==> config.mk <==
export PLATFORM = sky130hd
export DESIGN_NAME = key_event_decoder_flat
export DESIGN_NICKNAME = d
export VERILOG_FILES = /design/src/rtl/key_event_if.sv /design/src/rtl/key_event_decoder.sv /design/src/flat_wrapper.sv
export SDC_FILE = /design/constraint.sdc
export NUM_CORES = 1
export LEC_CHECK = 0
export CORE_MARGIN = 5
export CORE_UTILIZATION = 60
export DETAILED_ROUTE_END_ITERATION = 6
export GPL_TIMING_DRIVEN = 0
export PLACE_DENSITY_LB_ADDON = 0.2
export SLEW_MARGIN = 20
export SYNTH_ARGS = -nofsm -noshare
export SYNTH_HDL_FRONTEND = slang
export SYNTH_SLANG_ARGS = --single-unit
==> constraint.sdc <==
create_clock -name clk -period 2.9 [get_ports clk]
set_clock_uncertainty 0.15 [all_clocks]
set_input_delay 0.58 -clock clk [delete_from_list [all_inputs] [get_ports clk]]
set_output_delay 0.58 -clock clk [all_outputs]
set_load 0.01 [all_outputs]
==> src/rtl/key_event_if.sv <==
// Key event decoder bus: debounced key level and enable in, held level and event pulses out.
interface key_event_if;
  logic key_db;
  logic enable;
  logic held;
  logic short_pulse;
  logic double_pulse;
  logic long_pulse;
  logic repeat_pulse;

  modport master (
    output key_db,
    output enable,
    input  held,
    input  short_pulse,
    input  double_pulse,
    input  long_pulse,
    input  repeat_pulse
  );

  modport slave (
    input  key_db,
    input  enable,
    output held,
    output short_pulse,
    output double_pulse,
    output long_pulse,
    output repeat_pulse
  );
endinterface

==> src/rtl/key_event_decoder.sv <==
// Classifies the debounced active-low key level into short, double, long and
// auto-repeat single-cycle event pulses plus a registered "held" level.
module key_event_decoder #(
  parameter int unsigned LONG_CNT   = 32'd50000000,
  parameter int unsigned DBL_CNT    = 32'd12500000,
  parameter int unsigned REPEAT_CNT = 32'd5000000
) (
  input logic        clk,
  input logic        rst_n,
  key_event_if.slave bus
);

  localparam int unsigned CNT_W = 32;

  typedef enum logic [2:0] {
    IDLE      = 3'd0,
    PRESS1    = 3'd1,
    WAIT2     = 3'd2,
    PRESS2    = 3'd3,
    LONG_HOLD = 3'd4
  } state_t;

  logic             r_k0;
  logic             r_k1;
  logic             w_fall;
  logic             w_rise;
  state_t           r_state;
  state_t           w_state_nxt;
  logic [CNT_W-1:0] r_cnt;
  logic             w_cnt_clr;
  logic             w_repeat_tick;

  logic w_held;
  logic w_short;
  logic w_double;
  logic w_long;
  logic w_repeat;
  logic r_held;
  logic r_short;
  logic r_double;
  logic r_long;
  logic r_repeat;

  // Two-stage key sampler; k1 resets high so a key held through reset reads as a press.
  always_ff @(posedge clk) begin
    if (!rst_n) begin
      r_k0 <= 1'b1;
      r_k1 <= 1'b1;
    end else begin
      r_k0 <= bus.key_db;
      r_k1 <= r_k0;
    end
  end

  assign w_fall = r_k1 & ~r_k0;
  assign w_rise = ~r_k1 & r_k0;

  // State register and phase counter.
  always_ff @(posedge clk) begin
    if (!rst_n) begin
      r_state <= IDLE;
      r_cnt   <= '0;
    end else begin
      r_state <= w_state_nxt;
      r_cnt   <= w_cnt_clr ? '0 : r_cnt + CNT_W'(1);
    end
  end

  // Next-state logic; an edge always takes priority over a timeout.
  always_comb begin
    w_state_nxt   = r_state;
    w_repeat_tick = 1'b0;
    if (!bus.enable) begin
      w_state_nxt = IDLE;
    end else begin
      unique case (r_state)
        IDLE: begin
          if (w_fall) w_state_nxt = PRESS1;
        end
        PRESS1: begin
          if (w_rise)                                 w_state_nxt = WAIT2;
          else if (r_cnt == CNT_W'(LONG_CNT - 32'd1)) w_state_nxt = LONG_HOLD;
        end
        LONG_HOLD: begin
          if (w_rise)                                   w_state_nxt = IDLE;
          else if (r_cnt == CNT_W'(REPEAT_CNT - 32'd1)) w_repeat_tick = 1'b1;
        end
        WAIT2: begin
          if (w_fall)                                w_state_nxt = PRESS2;
          else if (r_cnt == CNT_W'(DBL_CNT - 32'd1)) w_state_nxt = IDLE;
        end
        PRESS2: begin
          if (w_rise) w_state_nxt = IDLE;
        end
        default: w_state_nxt = IDLE;
      endcase
    end
    // IDLE pins the counter at zero so it can never run long enough to wrap.
    w_cnt_clr = (w_state_nxt != r_state) || w_repeat_tick || (w_state_nxt == IDLE);
  end

  // Output decode from the transition being taken this cycle.
  always_comb begin
    w_short  = 1'b0;
    w_double = 1'b0;
    w_long   = 1'b0;
    w_repeat = 1'b0;
    w_held   = 1'b0;
    if (bus.enable) begin
      w_short  = (r_state == WAIT2)  && (w_state_nxt == IDLE);
      w_double = (r_state == PRESS2) && (w_state_nxt == IDLE);
      w_long   = (r_state == PRESS1) && (w_state_nxt == LONG_HOLD);
      w_repeat = w_repeat_tick;
      w_held   = (w_state_nxt == PRESS1) || (w_state_nxt == PRESS2) ||
                 (w_state_nxt == LONG_HOLD);
    end
  end

  always_ff @(posedge clk) begin
    if (!rst_n) begin
      r_held   <= 1'b0;
      r_short  <= 1'b0;
      r_double <= 1'b0;
      r_long   <= 1'b0;
      r_repeat <= 1'b0;
    end else begin
      r_held   <= w_held;
      r_short  <= w_short;
      r_double <= w_double;
      r_long   <= w_long;
      r_repeat <= w_repeat;
    end
  end

  assign bus.held         = r_held;
  assign bus.short_pulse  = r_short;
  assign bus.double_pulse = r_double;
  assign bus.long_pulse   = r_long;
  assign bus.repeat_pulse = r_repeat;

endmodule
==> src/flat_wrapper.sv <==
// flat-port wrapper written by rule: the top's interface ports become plain ports
module key_event_decoder_flat 
#(
  parameter int unsigned LONG_CNT   = 32'd50000000,
  parameter int unsigned DBL_CNT    = 32'd12500000,
  parameter int unsigned REPEAT_CNT = 32'd5000000
)
  (clk, rst_n, bus_key_db, bus_enable, bus_held, bus_short_pulse, bus_double_pulse, bus_long_pulse, bus_repeat_pulse);
  key_event_if bus_i ();
  input logic clk;
  input logic rst_n;
  input wire logic [$bits(bus_i.key_db)-1:0] bus_key_db;
  input wire logic [$bits(bus_i.enable)-1:0] bus_enable;
  output wire logic [$bits(bus_i.held)-1:0] bus_held;
  output wire logic [$bits(bus_i.short_pulse)-1:0] bus_short_pulse;
  output wire logic [$bits(bus_i.double_pulse)-1:0] bus_double_pulse;
  output wire logic [$bits(bus_i.long_pulse)-1:0] bus_long_pulse;
  output wire logic [$bits(bus_i.repeat_pulse)-1:0] bus_repeat_pulse;
  assign bus_i.key_db = bus_key_db;
  assign bus_i.enable = bus_enable;
  assign bus_held = bus_i.held;
  assign bus_short_pulse = bus_i.short_pulse;
  assign bus_double_pulse = bus_i.double_pulse;
  assign bus_long_pulse = bus_i.long_pulse;
  assign bus_repeat_pulse = bus_i.repeat_pulse;
  key_event_decoder #(.LONG_CNT(LONG_CNT), .DBL_CNT(DBL_CNT), .REPEAT_CNT(REPEAT_CNT)) u_core (.clk(clk), .rst_n(rst_n), .bus(bus_i));
endmodule
==> results of run 1 <==
[worst paths after layout]
check,start,end,cells after the start
max,u_core.r_cnt[0],u_core.r_cnt[16],9
min,u_core.r_cnt[0],u_core.r_cnt[0],1
min reg2reg,u_core.r_cnt[0],u_core.r_cnt[0],1
max reg2reg,u_core.r_cnt[0],u_core.r_cnt[16],9
[layout make-up]
type                       count  area (um2)  area share, %
inverter                       3        11.3          0.466
clock buffer                   6        51.3           2.12
multi-input combinational    175        1250           51.7
tap                           46        57.6           2.38
sequential                    42         841           34.8
buffer                        10        65.1           2.69
timing repair buffer           8        80.1           3.31
clock inverter                 2        60.1           2.49
[metrics by stage]
| step | setup WS (ns) | instance area, um2 | hold WS, ns |
|---|---|---|---|
| after floorplan | 0.677 | 2170 | 0.284 |
| after global placement | 0.194 | 2300 | 0.303 |
| after detailed placement | 0.121 | 2300 | 0.307 |
| after CTS | 0.250 | 2420 | 0.328 |
| after global routing | 0.0875 | 2420 | 0.338 |
| final | 0.246 | 2420 | 0.322 |
[power by group]
part / switching (mW) / internal [mW]
sequential: 0.00287 / 0.580
combinational: 0.0372 / 0.0193
clock: 0.195 / 0.292
total: 0.235 / 0.891
[logic make-up after synthesis]
kind of cell	count (synthesis)	synth area share, %
AOI/OAI and AO/OA	10	3.46
muxes	1	0.462
DFF	42	38.8
adders and majority gates	1	0.577
buffers and inverters	13	3.52
xor gates and xnor gates	30	12.1
and+or+nand+nor	133	41.1
[worst max-delay path: cells and delay by family, from the launching register on]
family,cells,cell delay [ns]
adders and majority gates,1,0.21
DFF,1,0.38
buffers and inverters,2,0.41
and+or+nand+nor,6,1.40
[sequential cells by signal, indices dropped and copies added, names as in the netlist]
register / cells
u_core.bus.short_pulse: 1
u_core.r_k0: 1
u_core.bus.held: 1
u_core.bus.long_pulse: 1
u_core.bus.repeat_pulse: 1
u_core.r_k1: 1
u_core.bus.double_pulse: 1
u_core.r_cnt: 32
u_core.r_state: 3
[routing by layer]
layer / up-vias / share of wire, % / global-route usage (%)
li1: 860 / - / -
met1: 818 / 46 / 26.8
met2: 44 / 47 / 31.4
met3: 9 / 4.9 / 4.59
met4: 0 / 1.8 / 8.72
met5: - / 0 / 0
[synth_stat cells (all sizes together)]
cell | instances | area share [%]
nand4b | 2 | 0.81
or3 | 2 | 0.58
and4 | 5 | 2.0
clkbuf | 3 | 0.52
xnor2 | 19 | 7.7
buf | 7 | 2.5
inv | 3 | 0.52
and3 | 8 | 2.3
a2111oi | 1 | 0.69
nand4 | 8 | 2.6
ha | 1 | 0.58
nor3b | 4 | 1.6
o21ai | 4 | 0.92
nor4b | 1 | 0.40
nand2b | 4 | 1.2
and4bb | 1 | 0.58
or2 | 1 | 0.29
nand2 | 13 | 2.3
and2 | 7 | 2.0
o221ai | 1 | 0.40
nor4bb | 1 | 0.46
dfxtp | 42 | 39
o211ai | 1 | 0.35
nor2b | 3 | 0.87
o21a | 2 | 0.69
nand3 | 10 | 2.3
xor2 | 11 | 4.4
or4 | 1 | 0.35
nand4bb | 2 | 1.0
nor4 | 10 | 3.2
nor2 | 12 | 2.1
a211o | 1 | 0.40
mux2i | 1 | 0.46
nand3b | 2 | 0.69
nor3 | 36 | 13
==> impl_metrics.csv, run 1 <==
group,metric,value,unit
outcome,status,"completed",
critical_path,critPathCaptureType,"flip-flop",
synth,synth_fp_nets,235,
pwr,total_leakage_power,0.726,nW
place,place_congestion,0.799,
pwr,p_total,1.13,mW
synth,yosysSeqAreaShare,38.8,%
final_layout,layout_commonest_cell,"dfxtp_1",
synth,avgSynthCellArea,9.42,um2
critical_path,worstPathArrival,2.75,ns
global_route,grt_pass1_vias,1702,
cts,post_cts.repair.setup_buffers,0,
detailed_routing,viasPerCell,5.93,
cts,clock_latency,0.36,ns
die,die_h,70.1,um
synth,netlist_instances,230,
timing,maxSlewHeadroom,71.6,%
final_layout,mostFrequentLayoutCells,"dfxtp_1 (42), nor3_2 (20), xnor2_1 (19), nor3_1 (15), nand2_1 (13)",
final_layout,drive_gt1_share,16.7,%
timing,setup-violations-final,0,
run,cap_violations,0,
place,place_inst,284,
final_layout,antenna_cells,0,
die,initial_core_util,63.4,%
timing,hold_viol_final,0,
timing,fin_crit,2.65,ns
detailed_routing,drc,0,
synth,synth-seq-cells,42,
detailed_routing,ant_nets,0,
critical_path,path_max_fanout,10,
detailed_routing,wl,4.45,mm
synth,synth_cell_type_count,41,
cts,ctsResizeCount,0,
cts,cts_hold_buf,0,
critical_path,critPathSlowestCell,"nor4_2",
detailed_routing,firstDrtPassIters,6,
global_route,grt_max_degree,14,
timing,worst_slew_pin_slew,0.423,ns
die,die_area,0.00491,mm2
detailed_routing,vias,1731,
final_layout,syn2layout_area_growth,11.5,%
cts,cts_tree,"built",
cts,cts_buffers,5,
critical_path,cp_cell_sequence,"ha_1 > and4_1 > buf_2 > nand4_2 > nor4_2 > nor2_1 > nor3_4 > buf_6 > nor3_2",
timing,period_share,91.5,%
die,rows,21,
timing,timing.fmax,0.377,GHz
place,dp_hpwl,3.23,mm
critical_path,required,3.00,ns
worst_hold_path,hold_class,"reg -> reg",
global_route,grt_remaining_overflow,0,
global_route,grt_pass1_wl,8.15,mm
global_route,antenna_found_initial,0,
die,core_area,0.00342,mm2
timing,tns,0,ns
global_route,grtUsageTotal,20.2,%
pwr,p_per_area,466,mW/mm2
final_layout,postLayoutCoreUtil,70.7,%
cts,cts_root_buf,"clkbuf_4",
final_layout,nNetsFinal,250,
timing,maxSlewViolCount,0,
critical_path,slowest_delay,0.40,ns
critical_path,worstSetupPathType,"reg -> reg",
pwr,vdd_drop_max,0.000344,V
cts,htree_num_levels,2,
die,dieWidth,70.1,um
cts,clockBufferDepth,2,
place,io_buffers,8,
detailed_routing,wl_per_cell,15.2,um
timing,grt_setup_unrepaired,"no",
synth,netlist_area,0.00217,mm2
synth,yosys_warnings,0,
critical_path,cp-start-kind,"flip-flop",
detailed_routing,drt-initial-drc-count,152,
final_layout,nFillCells,276,
cts,clkSinkCount,42,
die,io_pins,9,
final_layout,fin_cells,292,
cts,path_clk_slew,0.12,ns
critical_path,ff2ff_setup_slack,0.25,ns
Power figures use the tool's default switching activity.
==> run 2, diff against run 1 <==
--- a/config.mk
+++ b/config.mk
@@ -5,6 +5,7 @@
 export SDC_FILE = /design/constraint.sdc
 export NUM_CORES = 1
 export LEC_CHECK = 0
+export ABC_CLOCK_PERIOD_IN_PS = 2900
 export CORE_MARGIN = 5
 export CORE_UTILIZATION = 60
 export DETAILED_ROUTE_END_ITERATION = 6
==> results of run 2 <==
Final layout, timing and power as in run 1 (identical DEF).
==> run 3, diff against run 2 <==
--- a/config.mk
+++ b/config.mk
@@ -6,7 +6,6 @@
 export NUM_CORES = 1
 export LEC_CHECK = 0
 export ABC_CLOCK_PERIOD_IN_PS = 2900
-export CORE_MARGIN = 5
 export CORE_UTILIZATION = 60
 export DETAILED_ROUTE_END_ITERATION = 6
 export GPL_TIMING_DRIVEN = 0
==> run 3 against run 2 <==
  * Utilization grew 0.55 points
  * Largest power group unchanged
  * Largest cell class unchanged
  * Hold slack gained 0.0014 ns
  * Clock power shrank 2%
  * Sequential power is essentially flat
==> impl_metrics.csv, run 3 (same netlist as run 1, synthesis figures left out) <==
group,metric,value,unit
pwr,pwr-share-comb,4.9,%
critical_path,rr_startpoint,"u_core.r_cnt[0]",
final_layout,mostFrequentLayoutCells,"dfxtp_1 (42), nor3_2 (20), xnor2_1 (19), nor3_1 (15), nand2_1 (13)",
final_layout,nFillCells,272,
timing,worst_slew_pin_slew,0.441,ns
die,io_pins,9,
critical_path,critPathCaptureType,"flip-flop",
pwr,vdd_drop_max,0.000278,V
cts,cts_tree,"built",
die,die_h,62.1,um
critical_path,reg2reg_depth,9,
pwr,p_total,1.11,mW
final_layout,layout_commonest_cell,"dfxtp_1",
run,cap_violations,0,
timing,period_share,90.1,%
place,dp_hpwl,3.06,mm
detailed_routing,drc,0,
detailed_routing,wl,4.12,mm
critical_path,required,2.98,ns
cts,path_clk_slew,0.11,ns
place,place_congestion,0.890,
die,initial_core_util,63.9,%
final_layout,nNetsFinal,250,
timing,timing.fmax,0.383,GHz
die,die_area,0.00386,mm2
die,core_area,0.00339,mm2
final_layout,top_register,"u_core.r_cnt",
final_layout,syn2layout_area_growth,11.5,%
timing,maxSlewHeadroom,70.5,%
detailed_routing,firstDrtPassIters,4,
place,io_buffers,8,
cts,ctsResizeCount,0,
cts,htree_num_levels,2,
pwr,p_switching,0.222,mW
global_route,grt_remaining_overflow,0,
detailed_routing,vias,1669,
worst_hold_path,worstHoldEndpoint,"u_core.r_cnt[0]",
timing,tns,0,ns
global_route,grtUsageTotal,23.8,%
pwr,internal_power,0.891,mW
final_layout,largest_register_ff_count,32,
worst_hold_path,min-delay-start,"u_core.r_cnt[0]",
cts,clkSinkCount,42,
timing,maxSlewViolCount,0,
final_layout,drive_gt1_share,16.7,%
cts,cts_buffers,5,
timing,grt_setup_unrepaired,"no",
global_route,grt_pass1_vias,1601,
timing,hold_viol_final,0,
cts,clock_latency,0.35,ns
critical_path,rr_endpoint,"u_core.r_cnt[21]",
detailed_routing,wl_per_cell,14.1,um
critical_path,worstPathArrival,2.70,ns
outcome,status,"completed",
global_route,antenna_found_initial,0,
pwr,p_per_area,461,mW/mm2
cts,post_cts.repair.setup_buffers,0,
global_route,grt_pass1_wl,7.29,mm
pwr,power_frac_clock,42.8,%
pwr,seqPwrFrac,52.3,%
pwr,switching_share,20.0,%
worst_hold_path,hold_class,"reg -> reg",
detailed_routing,drt-initial-drc-count,107,
die,dieWidth,62.1,um
detailed_routing,viasPerCell,5.72,
cts,clockBufferDepth,2,
final_layout,antenna_cells,0,
detailed_routing,ant_nets,0,
critical_path,cp-start-kind,"flip-flop",
critical_path,worstSetupPathType,"reg -> reg",
critical_path,ff2ff_setup_slack,0.29,ns
critical_path,path_max_fanout,10,
pwr,total_leakage_power,0.726,nW
global_route,grt_max_degree,14,
timing,setup-violations-final,0,
cts,cts_hold_buf,0,
die,rows,21,
timing,fin_crit,2.61,ns
cts,cts_root_buf,"clkbuf_4",
worst_hold_path,whs_path_depth,1,
final_layout,reg_top3,"u_core.r_cnt (32), u_core.r_state (3)",
run 3: power groups by stage:
stage | Sequential (mW) | Combinational [mW] | Clock, mW
2_1_floorplan | 0.595 | 0.0396 | 0
3_3_place_gp | 0.595 | 0.0554 | 0
3_5_place_dp | 0.595 | 0.0554 | 0
4_1_cts | 0.582 | 0.0555 | 0.485
5_1_grt | 0.583 | 0.0605 | 0.509
6_report | 0.582 | 0.0551 | 0.476
run 3: worst max-delay path, cell delays in order, from the launching register on:
cell and delay, ns:
dfxtp_1 0.38, ha_1 0.22, and4_1 0.21, buf_2 0.17, nand4_2 0.16, nor4_2 0.37, nor2_1 0.13, nor3_4 0.41
buf_6 0.23, nor3_2 0.06
run 3: final cells by class:
cell class                 instances  area [um2]  share of cell area (%)
clock inverter                     2        60.1                    2.49
timing repair buffer               8        80.1                    3.31
clock buffer                       6        51.3                    2.12
multi-input combinational        175        1250                    51.7
sequential                        42         841                    34.8
tap                               46        57.6                    2.38
buffer                            10        65.1                    2.69
inverter                           3        11.3                   0.466
run 3: stage by stage:
step / hold slack [ns] / setup WS (ns) / instance area, um2 / cells / util (%)
6_report: 0.324 / 0.287 / 2420 / 292 / 71.3
5_1_grt: 0.362 / 0.100 / 2420 / 292 / 71.3
4_1_cts: 0.327 / 0.291 / 2420 / 292 / 71.3
3_5_place_dp: 0.306 / 0.224 / 2300 / 284 / 68.0
3_3_place_gp: 0.311 / 0.226 / 2300 / 284 / 68.0
2_1_floorplan: 0.284 / 0.677 / 2170 / 230 / -
run 3: worst max-delay path by stage:
stage,endpoint,cells past startpoint,slack [ns],startpoint
final,u_core.r_cnt[21],9,0.29,u_core.r_cnt[0]
after global routing,u_core.r_cnt[22],9,0.10,u_core.r_cnt[0]
after CTS,u_core.r_cnt[21],9,0.29,u_core.r_cnt[0]
after detailed placement,u_core.r_cnt[4],7,0.22,bus_enable
after global placement,u_core.r_cnt[3],7,0.23,bus_enable
after floorplan,u_core.r_cnt[16],9,0.68,u_core.r_cnt[0]
run 3: per-layer routing:
layer	part of all wire (%)	wire [um]	up-vias	global-route usage [%]
li1	-	-	855	-
met1	47	1940	761	31.5
met2	46	1900	45	37.6
met3	5.0	205	8	5.15
met4	1.8	74	0	9.59
met5	0	0	-	0
